### src/rtl/mm_result_drain_pkg.sv
// Shared definitions for the mm result drain: width defaults, state encodings
// and a width helper used to size the index and row/column fields.
package mm_result_drain_pkg;

    localparam int unsigned DEF_ACC_WIDTH = 32;
    localparam int unsigned DEF_EXP_WIDTH = 5;
    localparam int unsigned DEF_N         = 2;

    localparam logic [0:0] S_IDLE   = 1'b0;
    localparam logic [0:0] S_STREAM = 1'b1;

    // ceil(log2(v)) but never less than 1, so single-entry fields still have a bit.
    function automatic int unsigned clog2_min1(input int unsigned v);
        return (v <= 2) ? 1 : $clog2(v);
    endfunction

endpackage

### src/rtl/mm_result_drain.sv
// mm_result_drain: snapshots all N*N accumulator/exponent pairs on each rising
// edge of done and streams them out row-major over a valid/ready port, so the
// array can start its next tile immediately.
//   clk, rst          clock; asynchronous active-low reset
//   done              mm completion level; rising edge = new tile
//   acc_in, exp_in    flattened PE results, PE l at [l*W +: W]
//   out_valid/ready   output handshake
//   out_data/out_exp  accumulator/exponent of current PE
//   out_row/out_col   PE coordinates, out_last flags the final PE
//   busy              snapshot held / streaming
//   overrun           sticky: a tile arrived while busy and was dropped
module mm_result_drain
    import mm_result_drain_pkg::*;
#(
    parameter int unsigned ACC_WIDTH = DEF_ACC_WIDTH,
    parameter int unsigned EXP_WIDTH = DEF_EXP_WIDTH,
    parameter int unsigned N         = DEF_N
) (
    input  logic                         clk,
    input  logic                         rst,
    input  logic                         done,
    input  logic [N*N*ACC_WIDTH-1:0]     acc_in,
    input  logic [N*N*EXP_WIDTH-1:0]     exp_in,
    output logic                         out_valid,
    input  logic                         out_ready,
    output logic [ACC_WIDTH-1:0]         out_data,
    output logic [EXP_WIDTH-1:0]         out_exp,
    output logic [clog2_min1(N)-1:0]     out_row,
    output logic [clog2_min1(N)-1:0]     out_col,
    output logic                         out_last,
    output logic                         busy,
    output logic                         overrun
);

    localparam int unsigned NN    = N * N;
    localparam int unsigned IDX_W = clog2_min1(NN);
    localparam int unsigned RC_W  = clog2_min1(N);

    logic [0:0]           state_q, state_d;
    logic [IDX_W-1:0]     index_q, index_d;
    logic                 done_q, done_d;
    logic                 armed_q, armed_d;
    logic                 overrun_q, overrun_d;
    logic [ACC_WIDTH-1:0] snap_acc_q [NN];
    logic [ACC_WIDTH-1:0] snap_acc_d [NN];
    logic [EXP_WIDTH-1:0] snap_exp_q [NN];
    logic [EXP_WIDTH-1:0] snap_exp_d [NN];

    logic                 out_valid_q, out_valid_d;
    logic [ACC_WIDTH-1:0] out_data_q,  out_data_d;
    logic [EXP_WIDTH-1:0] out_exp_q,   out_exp_d;
    logic [RC_W-1:0]      out_row_q,   out_row_d;
    logic [RC_W-1:0]      out_col_q,   out_col_d;
    logic                 out_last_q,  out_last_d;
    logic                 busy_q,      busy_d;

    logic done_rise;
    logic hs;
    logic final_hs;

    // State register, snapshot array and registered outputs.
    always_ff @(posedge clk or negedge rst) begin
        if (!rst) begin
            state_q     <= S_IDLE;
            index_q     <= '0;
            done_q      <= 1'b0;
            armed_q     <= 1'b0;
            overrun_q   <= 1'b0;
            for (int l = 0; l < NN; l++) begin
                snap_acc_q[l] <= '0;
                snap_exp_q[l] <= '0;
            end
            out_valid_q <= 1'b0;
            out_data_q  <= '0;
            out_exp_q   <= '0;
            out_row_q   <= '0;
            out_col_q   <= '0;
            out_last_q  <= 1'b0;
            busy_q      <= 1'b0;
        end else begin
            state_q     <= state_d;
            index_q     <= index_d;
            done_q      <= done_d;
            armed_q     <= armed_d;
            overrun_q   <= overrun_d;
            snap_acc_q  <= snap_acc_d;
            snap_exp_q  <= snap_exp_d;
            out_valid_q <= out_valid_d;
            out_data_q  <= out_data_d;
            out_exp_q   <= out_exp_d;
            out_row_q   <= out_row_d;
            out_col_q   <= out_col_d;
            out_last_q  <= out_last_d;
            busy_q      <= busy_d;
        end
    end

    // Next-state, capture and output-word computation.
    always_comb begin
        state_d    = state_q;
        index_d    = index_q;
        done_d     = done;
        armed_d    = 1'b1;
        overrun_d  = overrun_q;
        snap_acc_d = snap_acc_q;
        snap_exp_d = snap_exp_q;

        // armed_q masks the first cycle after reset so a done already high
        // at release is not mistaken for an edge.
        done_rise = done & ~done_q & armed_q;
        hs        = out_valid_q & out_ready;
        final_hs  = hs && (index_q == IDX_W'(NN - 1));

        case (state_q)
            S_IDLE: begin
                if (done_rise) begin
                    state_d = S_STREAM;
                    index_d = '0;
                    for (int l = 0; l < NN; l++) begin
                        snap_acc_d[l] = acc_in[l*ACC_WIDTH +: ACC_WIDTH];
                        snap_exp_d[l] = exp_in[l*EXP_WIDTH +: EXP_WIDTH];
                    end
                end
            end
            default: begin
                if (final_hs) begin
                    index_d = '0;
                    if (done_rise) begin
                        // Back-to-back tile: recapture and keep streaming.
                        for (int l = 0; l < NN; l++) begin
                            snap_acc_d[l] = acc_in[l*ACC_WIDTH +: ACC_WIDTH];
                            snap_exp_d[l] = exp_in[l*EXP_WIDTH +: EXP_WIDTH];
                        end
                    end else begin
                        state_d = S_IDLE;
                    end
                end else begin
                    if (hs) begin
                        index_d = index_q + IDX_W'(1);
                    end
                    if (done_rise) begin
                        overrun_d = 1'b1;
                    end
                end
            end
        endcase

        // Outputs are registered from the next state, so they track state_q
        // exactly and are zero whenever idle.
        out_valid_d = (state_d == S_STREAM);
        busy_d      = (state_d == S_STREAM);
        out_data_d  = '0;
        out_exp_d   = '0;
        out_row_d   = '0;
        out_col_d   = '0;
        out_last_d  = 1'b0;
        if (state_d == S_STREAM) begin
            out_data_d = snap_acc_d[index_d];
            out_exp_d  = snap_exp_d[index_d];
            out_row_d  = RC_W'(index_d / IDX_W'(N));
            out_col_d  = RC_W'(index_d % IDX_W'(N));
            out_last_d = (index_d == IDX_W'(NN - 1));
        end
    end

    assign out_valid = out_valid_q;
    assign out_data  = out_data_q;
    assign out_exp   = out_exp_q;
    assign out_row   = out_row_q;
    assign out_col   = out_col_q;
    assign out_last  = out_last_q;
    assign busy      = busy_q;
    assign overrun   = overrun_q;

endmodule
### config.mk
export PLATFORM = sky130hd
export DESIGN_NAME = mm_result_drain
export DESIGN_NICKNAME = d
export VERILOG_FILES = /design/src/rtl/mm_result_drain_pkg.sv /design/src/rtl/mm_result_drain.sv
export SDC_FILE = /design/constraint.sdc
export NUM_CORES = 1
export LEC_CHECK = 0
export CAP_MARGIN = 20
export CORE_MARGIN = 2
export CORE_UTILIZATION = 40
export CTS_CLUSTER_SIZE = 12
export DETAILED_ROUTE_END_ITERATION = 7
export DONT_BUFFER_PORTS = 1
export GPL_TIMING_DRIVEN = 0
export PLACE_DENSITY = 0.59
export RECOVER_POWER = 25
export SYNTH_ARGS = -nofsm -noshare
export SYNTH_HDL_FRONTEND = slang
export SYNTH_SLANG_ARGS = --single-unit
### constraint.sdc
create_clock -name clk -period 3.55 [get_ports clk]
set_input_delay 0.5325 -clock clk [delete_from_list [all_inputs] [get_ports clk]]
set_output_delay 0.5325 -clock clk [all_outputs]
set_load 0.01 [all_outputs]
==> results of run 1 <==
[worst max-delay path, stage by stage (launching register included)]
cell	delay [ns]
dfrtp_1	0.41
ha_1	0.25
nand3b_1	0.17
a21boi_1	0.45
nand2_1	0.49
buf_2	0.37
o221ai_1	0.25
[power breakdown]
group	leakage [µW]	internal (µW)	total [µW]	switching, µW
combinational	0.00254	1740	3660	1920
clock	0.000281	962	1880	920
sequential	0.00239	3280	3820	539
total	0.00521	5980	9360	3380
[layer usage]
layer / wire length, µm / up-vias / share of wire (%) / global-route usage, %
li1: - / 2770 / - / -
met1: 10950 / 3121 / 44 / 28.13
met2: 12090 / 158 / 48 / 34.67
met3: 1423 / 29 / 5.7 / 6.267
met4: 524 / 0 / 2.1 / 6.349
met5: 0 / - / 0 / 0
[cell type report]
cell class                 instances  area, µm²  area share (%)
buffer                            65      357.8           3.562
inverter                          39      146.4           1.457
clock buffer                      19      452.9           4.509
tap                              285      356.6           3.550
multi-input combinational        463       3757           37.40
sequential                       194       4855           48.32
clock inverter                    13      112.6           1.121
antenna                            3      7.507         0.07473
[final timing paths]
path                                start              end  slack [ns]  cells after the start
min reg2reg                snap_acc_q[47]   snap_acc_q[47]        0.48                      2
max                            index_q[0]      out_data[3]        1.04                      6
min in group clk                     done           done_q        0.13                      0
max reg2reg                    index_q[0]      out_data[3]        1.04                      6
min                                   rst       out_exp[4]       -0.21                      0
max in group asynchronous             rst  snap_acc_q[126]        3.25                      0
[through the flow]
stage | worst slack (ns) | std cells | hold WS, ns | util, % | total power (µW)
after floorplan | 1.754 | 761 | 0.2369 | - | 6517
after global placement | 1.100 | 1046 | 0.2422 | 42.10 | 7371
after detailed placement | 1.044 | 1046 | 0.2423 | 42.10 | 7530
after CTS | 1.019 | 1078 | -0.2309 | 44.61 | 9450
after global routing | 0.8576 | 1080 | -0.2421 | 44.63 | 10020
final | 1.044 | 1081 | -0.2072 | 44.64 | 9361
[sequential cells by signal (all words and copies together), names as in the netlist]
| register | count |
|---|---|
| out_col | 1 |
| out_exp | 5 |
| out_last | 1 |
| busy | 1 |
| snap_acc_q | 128 |
| armed_q | 1 |
| snap_exp_q | 20 |
| out_data | 32 |
| done_q | 1 |
| overrun | 1 |
| index_q | 2 |
| out_row | 1 |
[cells in the mapped netlist]
cell	instances
conb_1	1
clkbuf_1	28
o221ai_1	37
mux2i_1	74
a21bo_2	1
buf_6	8
and3_1	37
o311a_4	1
nand2b_1	2
buf_4	7
and3b_1	1
a21boi_0	37
nor2_1	1
or2_2	62
a21boi_1	2
or2_1	12
dfrtp_1	194
inv_1	38
nand2_1	3
a21oi_1	37
buf_2	22
o211ai_1	37
nand3b_1	2
nand4bb_1	1
inv_2	1
and2_1	1
a21o_1	39
ha_1	1
mux2_2	74
[cell families after synthesis]
logic type	count (synthesis)	synth area share (%)
simple gates	122	8.372
mux	148	17.27
other cells	1	0.04114
flops	194	53.25
fa+ha+maj	1	0.1372
compound gates	191	15.40
buf+inv	104	5.531
==> impl_results.md, run 1 <==
* Die H at ~150 µm
* Tcrit/Tclk final at between 70% and 80%
* Final layout net count at 933
* Global placer's final weighted congestion at approximately 0.8
* Syn Inst Count at 761
* Post-synth top area share at about 53%
* TritonCTS clock tree: done
* Core area at around 23,000 µm²
* Final setup viols at 0
* WS Path Type: reg2reg
* Layout cells sized above 1 at 26.23%
* CP endpoint kind: flop
* Initial Util at between 40% and 50%
* Clock root cell: clkbuf_16
* Leak at approximately 0.0052 µW
* Area leader, netlist: dfrtp_1
* Largest net degree at the start of global routing at roughly 200
* Placed wire-length estimate at around 17 mm
* Power per cell area at 931.8 nW/µm²
* Vias per cell at roughly 5.6
* Syn Nets at between 900 and 1,000
* Commonest cells after routing, fill and taps aside: 194 x dfrtp_1, 74 x mux2_2, 74 x mux2i_1, 62 x or2_2, 39 x a21o_1
* Syn avg cell area at around 12 µm²
* CTS max path bufs at 2
* Max_slew headroom at 56.65%
* Top cells by area, synth: dfrtp_1 53%, mux2_2 9.1%, mux2i_1 8.1%, or2_2 4.3%, o221ai_1 3.6%
* Full die area at ~24,000 µm²
* Outcome: finished, violations left
* Synth warn at 0
* Fin crit period at between 2 and 3 ns
* Fill cells at ~2,100
* Number of port buffers at 0
* Max-cap violations at 0
* Synthesis-to-finish area growth at 10.20%
* FF+latch count, synth at ~190
* Initial antenna violation count at 3
* Die span in x at approximately 150 µm
* Mapped Area at roughly 9100 µm²
* Final Slew Violations at 0
* Routed WL at about 25 mm
* Num rows at 55
* Register area share after synthesis at 53.25%
* Worst-Skew Late Latency at 0.43 ns
* Post-route cell area at roughly 10,000 µm²
* CTS buffer count at 17
* CTS clk-pin slew, worst paths at roughly 0.08 ns
* Worst Path Max Fanout at 10
* DRT iter0 DRCs at between 300 and 400
* Drt wl/cell at between 20 and 25 µm
* Hold slack at -0.2072 ns
* RSZ-0062 raised after global routing: false
* Vias in the first global route at between 6,000 and 7,000
* Worst hold path class: in2async
* Max VDD drop at around 0.00044 V
* Peak Freq at approximately 400 MHz
* Residual DRC at 0
* Final count of hold timing violations at a little under 200
* First drt pass iteration count at 5
* Placed cell area at approximately 9500 µm²
* Post-CTS sizing at 0
* Grt total ovfl at 0
* Antenna Nets Post-Route at 0
* Total GRT Usage at 21.46%
* Arrival @ worst endpoint at 2.83 ns
* H-tree depth at 4
* Critical path launch point type: flop
* First-pass GRT wire length at 38.92 mm
* Sink Count at 194
* I/O pins at 195
* Setup Fix Bufs, Post-CTS at 0
* Crit path required time at 3.88 ns
* Yosys cell types at 29
* Most common cell after layout, fill and taps aside: dfrtp_1
* Slew @ Worst Pin at 0.6502 ns
* DR vias at just over 6,000
* Final Skew at 0.01199 ns
* Violated checks: negative hold slack
* Setup TNS at 0 ns
(Power assumes the default switching activity.)
==> run 2: changes to the inputs <==
==> constraint.sdc (replaced) <==
create_clock -name clk -period 2.35 [get_ports clk]
set_input_delay 0.3525 -clock clk [delete_from_list [all_inputs] [get_ports clk]]
set_output_delay 0.3525 -clock clk [all_outputs]
set_load 0.01 [all_outputs]
==> run 2 against run 1 <==
  * The run still ends with negative hold slack left
  * Critical path type unchanged
  * Worst hold slack worse by 0.18 ns
  * Largest cell class unchanged
  * Highest routed layer unchanged
  * Clock power rose by 52%
  * Core utilization rose by 0.089 points
==> impl_results.md, run 2 (synthesized netlist as in run 1, its figures left out) <==
* Full die area at 24,010 µm² (unchanged)
* Final cell count without fillers at 1,082 (was 1,081)
* Power per cell area at 1407 nW/µm² (was 931.8 nW/µm²)
* Sink Count at 194 (unchanged)
* Residual DRC at 0 (unchanged)
* Synthesis-to-finish area growth at 10.42% (was 10.20%)
* Levels on crit path at 7 (was 6)
* Reg2Reg Launch Point: index_q[0] (unchanged)
* Comb pwr share at 39.1% (about the same)
* First-pass GRT wire length at 38.92 mm (unchanged)
* Critical path launch point type: flop (unchanged)
* Tcrit/Tclk final at 92.97% (was 70.59%)
* Seq pwr share at 40.8% (about the same)
* # hold bufs at CTS at 1
* Leak at 0.005225 µW (was 0.005210 µW)
* Final count of hold timing violations at 194 (unchanged)
* Crit. Startpoint: index_q[0] (unchanged)
* Worst-Skew Late Latency at 0.43 ns (about the same)
* Peak Freq at 457.7 MHz (was 399.0 MHz)
* Initial antenna violation count at 3 (unchanged)
* Max_slew headroom at 56.30% (was 56.65%)
* Core area at 22,500 µm² (unchanged)
* Num rows at 55 (unchanged)
* Hold slack at -0.3885 ns (was -0.2072 ns)
* Initial Util at 40.51% (unchanged)
* Largest net degree at the start of global routing at 195 (unchanged)
* RSZ-0062 raised after global routing: false (unchanged)
* DRT iter0 DRCs at 309 (was 342)
* Antenna Nets Post-Route at 0 (unchanged)
* Max VDD drop at 0.0006635 V (was 0.0004405 V)
* Cells after DPL at 1,046 (unchanged)
* Biggest register: snap_acc_q (unchanged)
* Post-route cell area at 10,070 µm² (was 10,050 µm²)
* Clk pwr share at 20.1% (about the same)
* Total GRT Usage at 21.47% (was 21.46%)
* Final setup viols at 0 (unchanged)
* Uppermost layer routed: met4 (unchanged)
* Crit path to: out_exp[2] (was out_data[3])
* Area occupied by multi-input gates at 3764 µm² (was 3757 µm²)
* Routed WL at 25.02 mm (was 24.99 mm)
* Placed cell area at 9473 µm² (unchanged)
* CTS clk-pin slew, worst paths at 0.08 ns (about the same)
* Die H at 155.0 µm (unchanged)
* Delay-heaviest family, CP: buffers and inverters (was compound AO/OA/AOI/OAI gates)
* Die span in x at 155.0 µm (unchanged)
* Vias per cell at 5.615 (was 5.623)
* Layout cells sized above 1 at 26.83% (was 26.23%)
* Worst Path Max Fanout at 10 (unchanged)
* Worst hold path class: in2async (unchanged)
* Post-layout util at 44.73% (was 44.64%)
* Fin crit period at 2.185 ns (was 2.506 ns)
* Outcome: finished, violations left (unchanged)
* Metal1 wirelength at 10.92 mm (was 10.95 mm)
* Number of port buffers at 0 (unchanged)
* CP dominant cell by count: buf_2
* DR vias at 6,075 (was 6,078)
* R2R cell count at 7 (was 6)
* PnR Total Power at 14,160 µW (was 9361 µW)
* Sw Pwr at 5113 µW (was 3380 µW)
* Final layout net count at 934 (was 933)
* First drt pass iteration count at 4 (was 5)
* Max-cap violations at 0 (unchanged)
* Met2 routed WL at 12.05 mm (was 12.09 mm)
* Arrival @ worst endpoint at 2.52 ns (was 2.83 ns)
* Max stage delay on crit path at 0.41 ns (was 0.49 ns)
* Clock root cell: clkbuf_16 (unchanged)
* Max FFs per register at 128 (unchanged)
* Most common cell after layout, fill and taps aside: dfrtp_1 (unchanged)
* Detail Route met3 WL at 1.519 mm (was 1.423 mm)
* WS Path Type: reg2reg (unchanged)
* Reg2reg setup slack at 0.17 ns (was 1.04 ns)
* Slew @ Worst Pin at 0.6555 ns (was 0.6502 ns)
* Switching Share at 36.11% (was 36.10%)
* Buf/Inv on CP at 2 (was 1)
* Crit-path slowest cell: dfrtp_1 (was nand2_1)
* TritonCTS clock tree: done (unchanged)
* Cell Chain, Critical Path: ha_1, nand3b_1, a21boi_2, buf_2, buf_2, o211ai_1, o221ai_1 (was ha_1, nand3b_1, a21boi_1, nand2_1, buf_2, o221ai_1)
* I/O pins at 195 (unchanged)
* Commonest cells after routing, fill and taps aside: 194 x dfrtp_1, 74 x mux2_2, 74 x mux2i_1, 62 x or2_2, 39 x a21o_1 (unchanged)
* CP endpoint kind: flop (unchanged)
* Final Slew Violations at 0 (unchanged)
* CTS max path bufs at 2 (unchanged)
* Drt wl/cell at 23.12 µm (about the same)
* Fill cells at 2,085 (was 2,087)
* Placed wire-length estimate at 17.29 mm (unchanged)
* Crit path required time at 2.68 ns (was 3.88 ns)
* CTS buffer count at 17 (unchanged)
* Global placer's final weighted congestion at 0.8007 (unchanged)
* Worst reg2reg path endpoint: out_exp[2] (was out_data[3])
* Violated checks: negative hold slack (unchanged)
* H-tree depth at 4 (unchanged)
* Setup TNS at 0 ns (unchanged)
* Final Skew at 0.01425 ns (was 0.01199 ns)
* Cell Int Power at 9048 µW (was 5981 µW)
* Vias in the first global route at 6,655 (was 6,652)
* Grt total ovfl at 0 (unchanged)
* Register area at 4855 µm² (unchanged)
-- run 2: changes by cell type in the layout (fill, tap and decap cells not counted), sizes merged --
cell	change
dlygate4sd3	+1
-- run 2: through the flow --
| step | setup WS (ns) | hold slack, ns |
|---|---|---|
| after floorplan | 0.5549 | 0.05691 |
| after global routing | 0.01955 | -0.4221 |
| final | 0.1651 | -0.3885 |
| after CTS | 0.03075 | -0.4109 |
| after global placement | -0.09995 | 0.06218 |
| after detailed placement | -0.1563 | 0.06226 |
-- run 2: how the worst min path moves through the flow --
stage,start,end,slack (ns),cells after the start
after detailed placement,rst,out_exp[4],0.06,0
after global routing,rst,out_exp[4],-0.42,0
after global placement,rst,snap_exp_q[9],0.06,0
final,rst,out_exp[4],-0.39,0
after CTS,rst,out_exp[4],-0.41,0
after floorplan,rst,armed_q,0.06,0
-- run 2: repair_timing --
item | CTS | global route
endpoints found under the hold margin | 195 | 194
setup buffers | 0 | 0
gates resized for setup | 2 | 6
endpoints found under the setup margin | 32 | 14
-- run 2: worst reg2reg max path, delay by kind of cell (launching register included) --
family | cells | cell delay, ns
buffers and inverters | 2 | 0.64
adders and majority gates | 1 | 0.24
and+or+nand+nor | 1 | 0.18
DFF | 1 | 0.41
AOI/OAI and AO/OA | 3 | 0.62
-- run 2: power by group through the flow --
stage / combinational (µW) / clock [µW] / sequential, µW
after floorplan: 4260 / 0 / 5590
after global placement: 5370 / 0 / 5770
after detailed placement: 5540 / 0 / 5840
after CTS: 5570 / 2940 / 5780
after global routing: 6160 / 3070 / 5940
final: 5540 / 2850 / 5780
-- run 2: metal layers --
| metal | vias to the layer above | global-route usage [%] |
|---|---|---|
| met5 | - | 0 |
| met4 | 0 | 6.349 |
| met3 | 29 | 6.295 |
| met2 | 171 | 34.69 |
| met1 | 3103 | 28.11 |
| li1 | 2772 | - |
-- run 2: cell type report --
cell class	instances	area share [%]
antenna	3	0.07458
sequential	194	48.23
tap	285	3.543
buffer	65	3.592
clock inverter	13	1.119
inverter	39	1.454
clock buffer	19	4.500
multi-input combinational	463	37.39
timing repair buffer	1	0.09944
==> run 3: changes to the inputs <==
--- a/config.mk
+++ b/config.mk
@@ -7,12 +7,12 @@
 export LEC_CHECK = 0
 export CAP_MARGIN = 20
 export CORE_MARGIN = 2
-export CORE_UTILIZATION = 40
-export CTS_CLUSTER_SIZE = 12
+export CORE_UTILIZATION = 55
+export CTS_CLUSTER_SIZE = 20
 export DETAILED_ROUTE_END_ITERATION = 7
 export DONT_BUFFER_PORTS = 1
 export GPL_TIMING_DRIVEN = 0
-export PLACE_DENSITY = 0.59
+export PLACE_DENSITY = 0.67
 export RECOVER_POWER = 25
 export SYNTH_ARGS = -nofsm -noshare
 export SYNTH_HDL_FRONTEND = slang
==> run 3 against run 2 <==
  * The run still ends with negative hold slack left
  * Clock-buffer cell count did not move
  * Setup slack improved by 0.070 ns
  * Cell count decreased by 6.2%
  * Fmax up 3.3%
  * Via count shrank 0.54%
  * Combinational power shrank 2%
  * Core utilization grew 16 points
  * Sequential share of layout area up 0.38 points
  * Worst hold slack improved by 0.0070 ns
  * Sequential cell count unchanged
  * Highest routed layer unchanged
==> impl_results.md, run 3 (synthesized netlist as in run 1, its figures left out) <==
* H-tree depth at 4 (unchanged)
* Synthesis-to-finish area growth at 9.553% (was 10.42%)
* RSZ-0062 raised after global routing: false (unchanged)
* Total GRT Usage at 26.52% (was 21.47%)
* DRT iter0 DRCs at 344 (was 309)
* Num rows at 47 (was 55)
* Setup Fix Bufs, Post-CTS at 0 (unchanged)
* Die span in x at 132.7 µm (was 155.0 µm)
* Slew @ Worst Pin at 0.5707 ns (was 0.6555 ns)
* Power per cell area at 1409 nW/µm² (was 1407 nW/µm²)
* Largest net degree at the start of global routing at 195 (unchanged)
* CTS buffer count at 17 (unchanged)
* Tcrit/Tclk final at 89.98% (was 92.97%)
* First drt pass iteration count at 4 (unchanged)
* Full die area at 17,620 µm² (was 24,010 µm²)
* Worst Path Max Fanout at 10 (unchanged)
* Final cell count without fillers at 1,015 (was 1,082)
* Initial Util at 55.56% (was 40.51%)
* Final Slew Violations at 0 (unchanged)
* CTS max path bufs at 2 (unchanged)
* Grt total ovfl at 0 (unchanged)
* Most common cell after layout, fill and taps aside: dfrtp_1 (unchanged)
* Crit path required time at 2.68 ns (about the same)
* Commonest cells after routing, fill and taps aside: 194 x dfrtp_1, 74 x mux2_2, 74 x mux2i_1, 62 x or2_2, 39 x a21o_1 (unchanged)
* WS Path Type: reg2reg (unchanged)
* First-pass GRT wire length at 35.80 mm (was 38.92 mm)
* Global placer's final weighted congestion at 0.8027 (was 0.8007)
* Fin crit period at 2.114 ns (was 2.185 ns)
* Vias per cell at 5.953 (was 5.615)
* Max FFs per register at 128 (unchanged)
* DR vias at 6,042 (was 6,075)
* Max VDD drop at 0.0008601 V (was 0.0006635 V)
* Arrival @ worst endpoint at 2.45 ns (was 2.52 ns)
* Peak Freq at 472.9 MHz (was 457.7 MHz)
* Placed wire-length estimate at 15.56 mm (was 17.29 mm)
* I/O pins at 195 (unchanged)
* Routed WL at 22.73 mm (was 25.02 mm)
* Vias in the first global route at 6,444 (was 6,655)
* Max_slew headroom at 61.95% (was 56.30%)
* Number of port buffers at 0 (unchanged)
* Violated checks: negative hold slack (unchanged)
* Final count of hold timing violations at 194 (unchanged)
* Final setup viols at 0 (unchanged)
* Layout cells sized above 1 at 26.36% (was 26.83%)
* Residual DRC at 0 (unchanged)
* Leak at 0.005218 µW (was 0.005225 µW)
* Core area at 16,410 µm² (was 22,500 µm²)
* Setup TNS at 0 ns (unchanged)
* R2R cell count at 7 (unchanged)
* Worst hold path class: in2async (unchanged)
* Hold slack at -0.3815 ns (was -0.3885 ns)
* Sink Count at 194 (unchanged)
* Die H at 132.7 µm (was 155.0 µm)
* Worst reg2reg path endpoint: out_data[17] (was out_exp[2])
* Clock root cell: clkbuf_16 (unchanged)
* Max-cap violations at 0 (unchanged)
* Initial antenna violation count at 1 (was 3)
* Reg2reg setup slack at 0.24 ns (was 0.17 ns)
* Cells after DPL at 981 (was 1,046)
* Outcome: finished, violations left (unchanged)
* Biggest register: snap_acc_q (unchanged)
* CTS clk-pin slew, worst paths at 0.07 ns (was 0.08 ns)
* Drt wl/cell at 22.39 µm (was 23.12 µm)
* TritonCTS clock tree: done (unchanged)
* Final layout net count at 934 (unchanged)
* PnR Total Power at 14,070 µW (was 14,160 µW)
* CP endpoint kind: flop (unchanged)
* Reg2Reg Launch Point: index_q[0] (unchanged)
* Antenna Nets Post-Route at 0 (unchanged)
* Worst-Skew Late Latency at 0.43 ns (about the same)
* Critical path launch point type: flop (unchanged)
* # hold bufs at CTS at 1 (unchanged)
* Final Skew at 0.008743 ns (was 0.01425 ns)
[run 3: power breakdown]
part / internal [µW] / switching, µW
registers: 4960 / 812
clock network: 1600 / 1270
logic: 2630 / 2800
total: 9190 / 4880
[run 3: through the flow]
stage          hold WS [ns]  util (%)  setup slack [ns]  instance area, µm²
2_1_floorplan       0.05691         -            0.5549                9116
5_1_grt             -0.4039     60.86          0.002543                9985
4_1_cts             -0.3900     60.82           0.07136                9978
3_5_place_dp        0.06167     57.24          -0.05369                9392
6_report            -0.3815     60.87            0.2356                9987
3_3_place_gp        0.06147     57.24          -0.01855                9392
[run 3: worst max-delay path by stage]
| stage | startpoint | endpoint | slack, ns |
|---|---|---|---|
| 2_1_floorplan | index_q[0] | out_data[14] | 0.55 |
| 3_3_place_gp | index_q[0] | out_data[20] | -0.02 |
| 3_5_place_dp | index_q[0] | out_data[17] | -0.05 |
| 4_1_cts | index_q[0] | out_data[17] | 0.07 |
| 5_1_grt | busy | out_data[18] | 0.003 |
| 6_report | index_q[0] | out_data[17] | 0.24 |
[run 3: final cells by class]
cell class / count / area [µm²]
fill: 1322 / 6420
sequential: 194 / 4855
multi-input combinational: 463 / 3764
clock buffer: 19 / 442.9
buffer: 65 / 359.1
tap: 220 / 275.3
inverter: 39 / 146.4
clock inverter: 12 / 130.1
timing repair buffer: 1 / 10.01
antenna: 2 / 5.005
[run 3: what timing repair did]
item	in CTS	in global routing
setup endpoints to repair	27	13
hold endpoints to repair	195	194
resized for setup	1	3
[run 3: metal layers]
layer	wire (µm)	share of wire (%)	vias up	track usage, %
li1	-	-	2757	-
met5	0	0	-	0
met4	344	1.5	0	5.795
met1	9720	43	3069	34.51
met2	11170	49	186	44.19
met3	1491	6.6	30	7.969
[run 3: critical path, stage by stage (launching register included)]
cell      delay (ns)
dfrtp_1         0.41
ha_1            0.25
nand3b_1        0.18
a21boi_2        0.33
buf_2           0.31
clkbuf_2        0.29
o211ai_1        0.16
o221ai_1        0.11
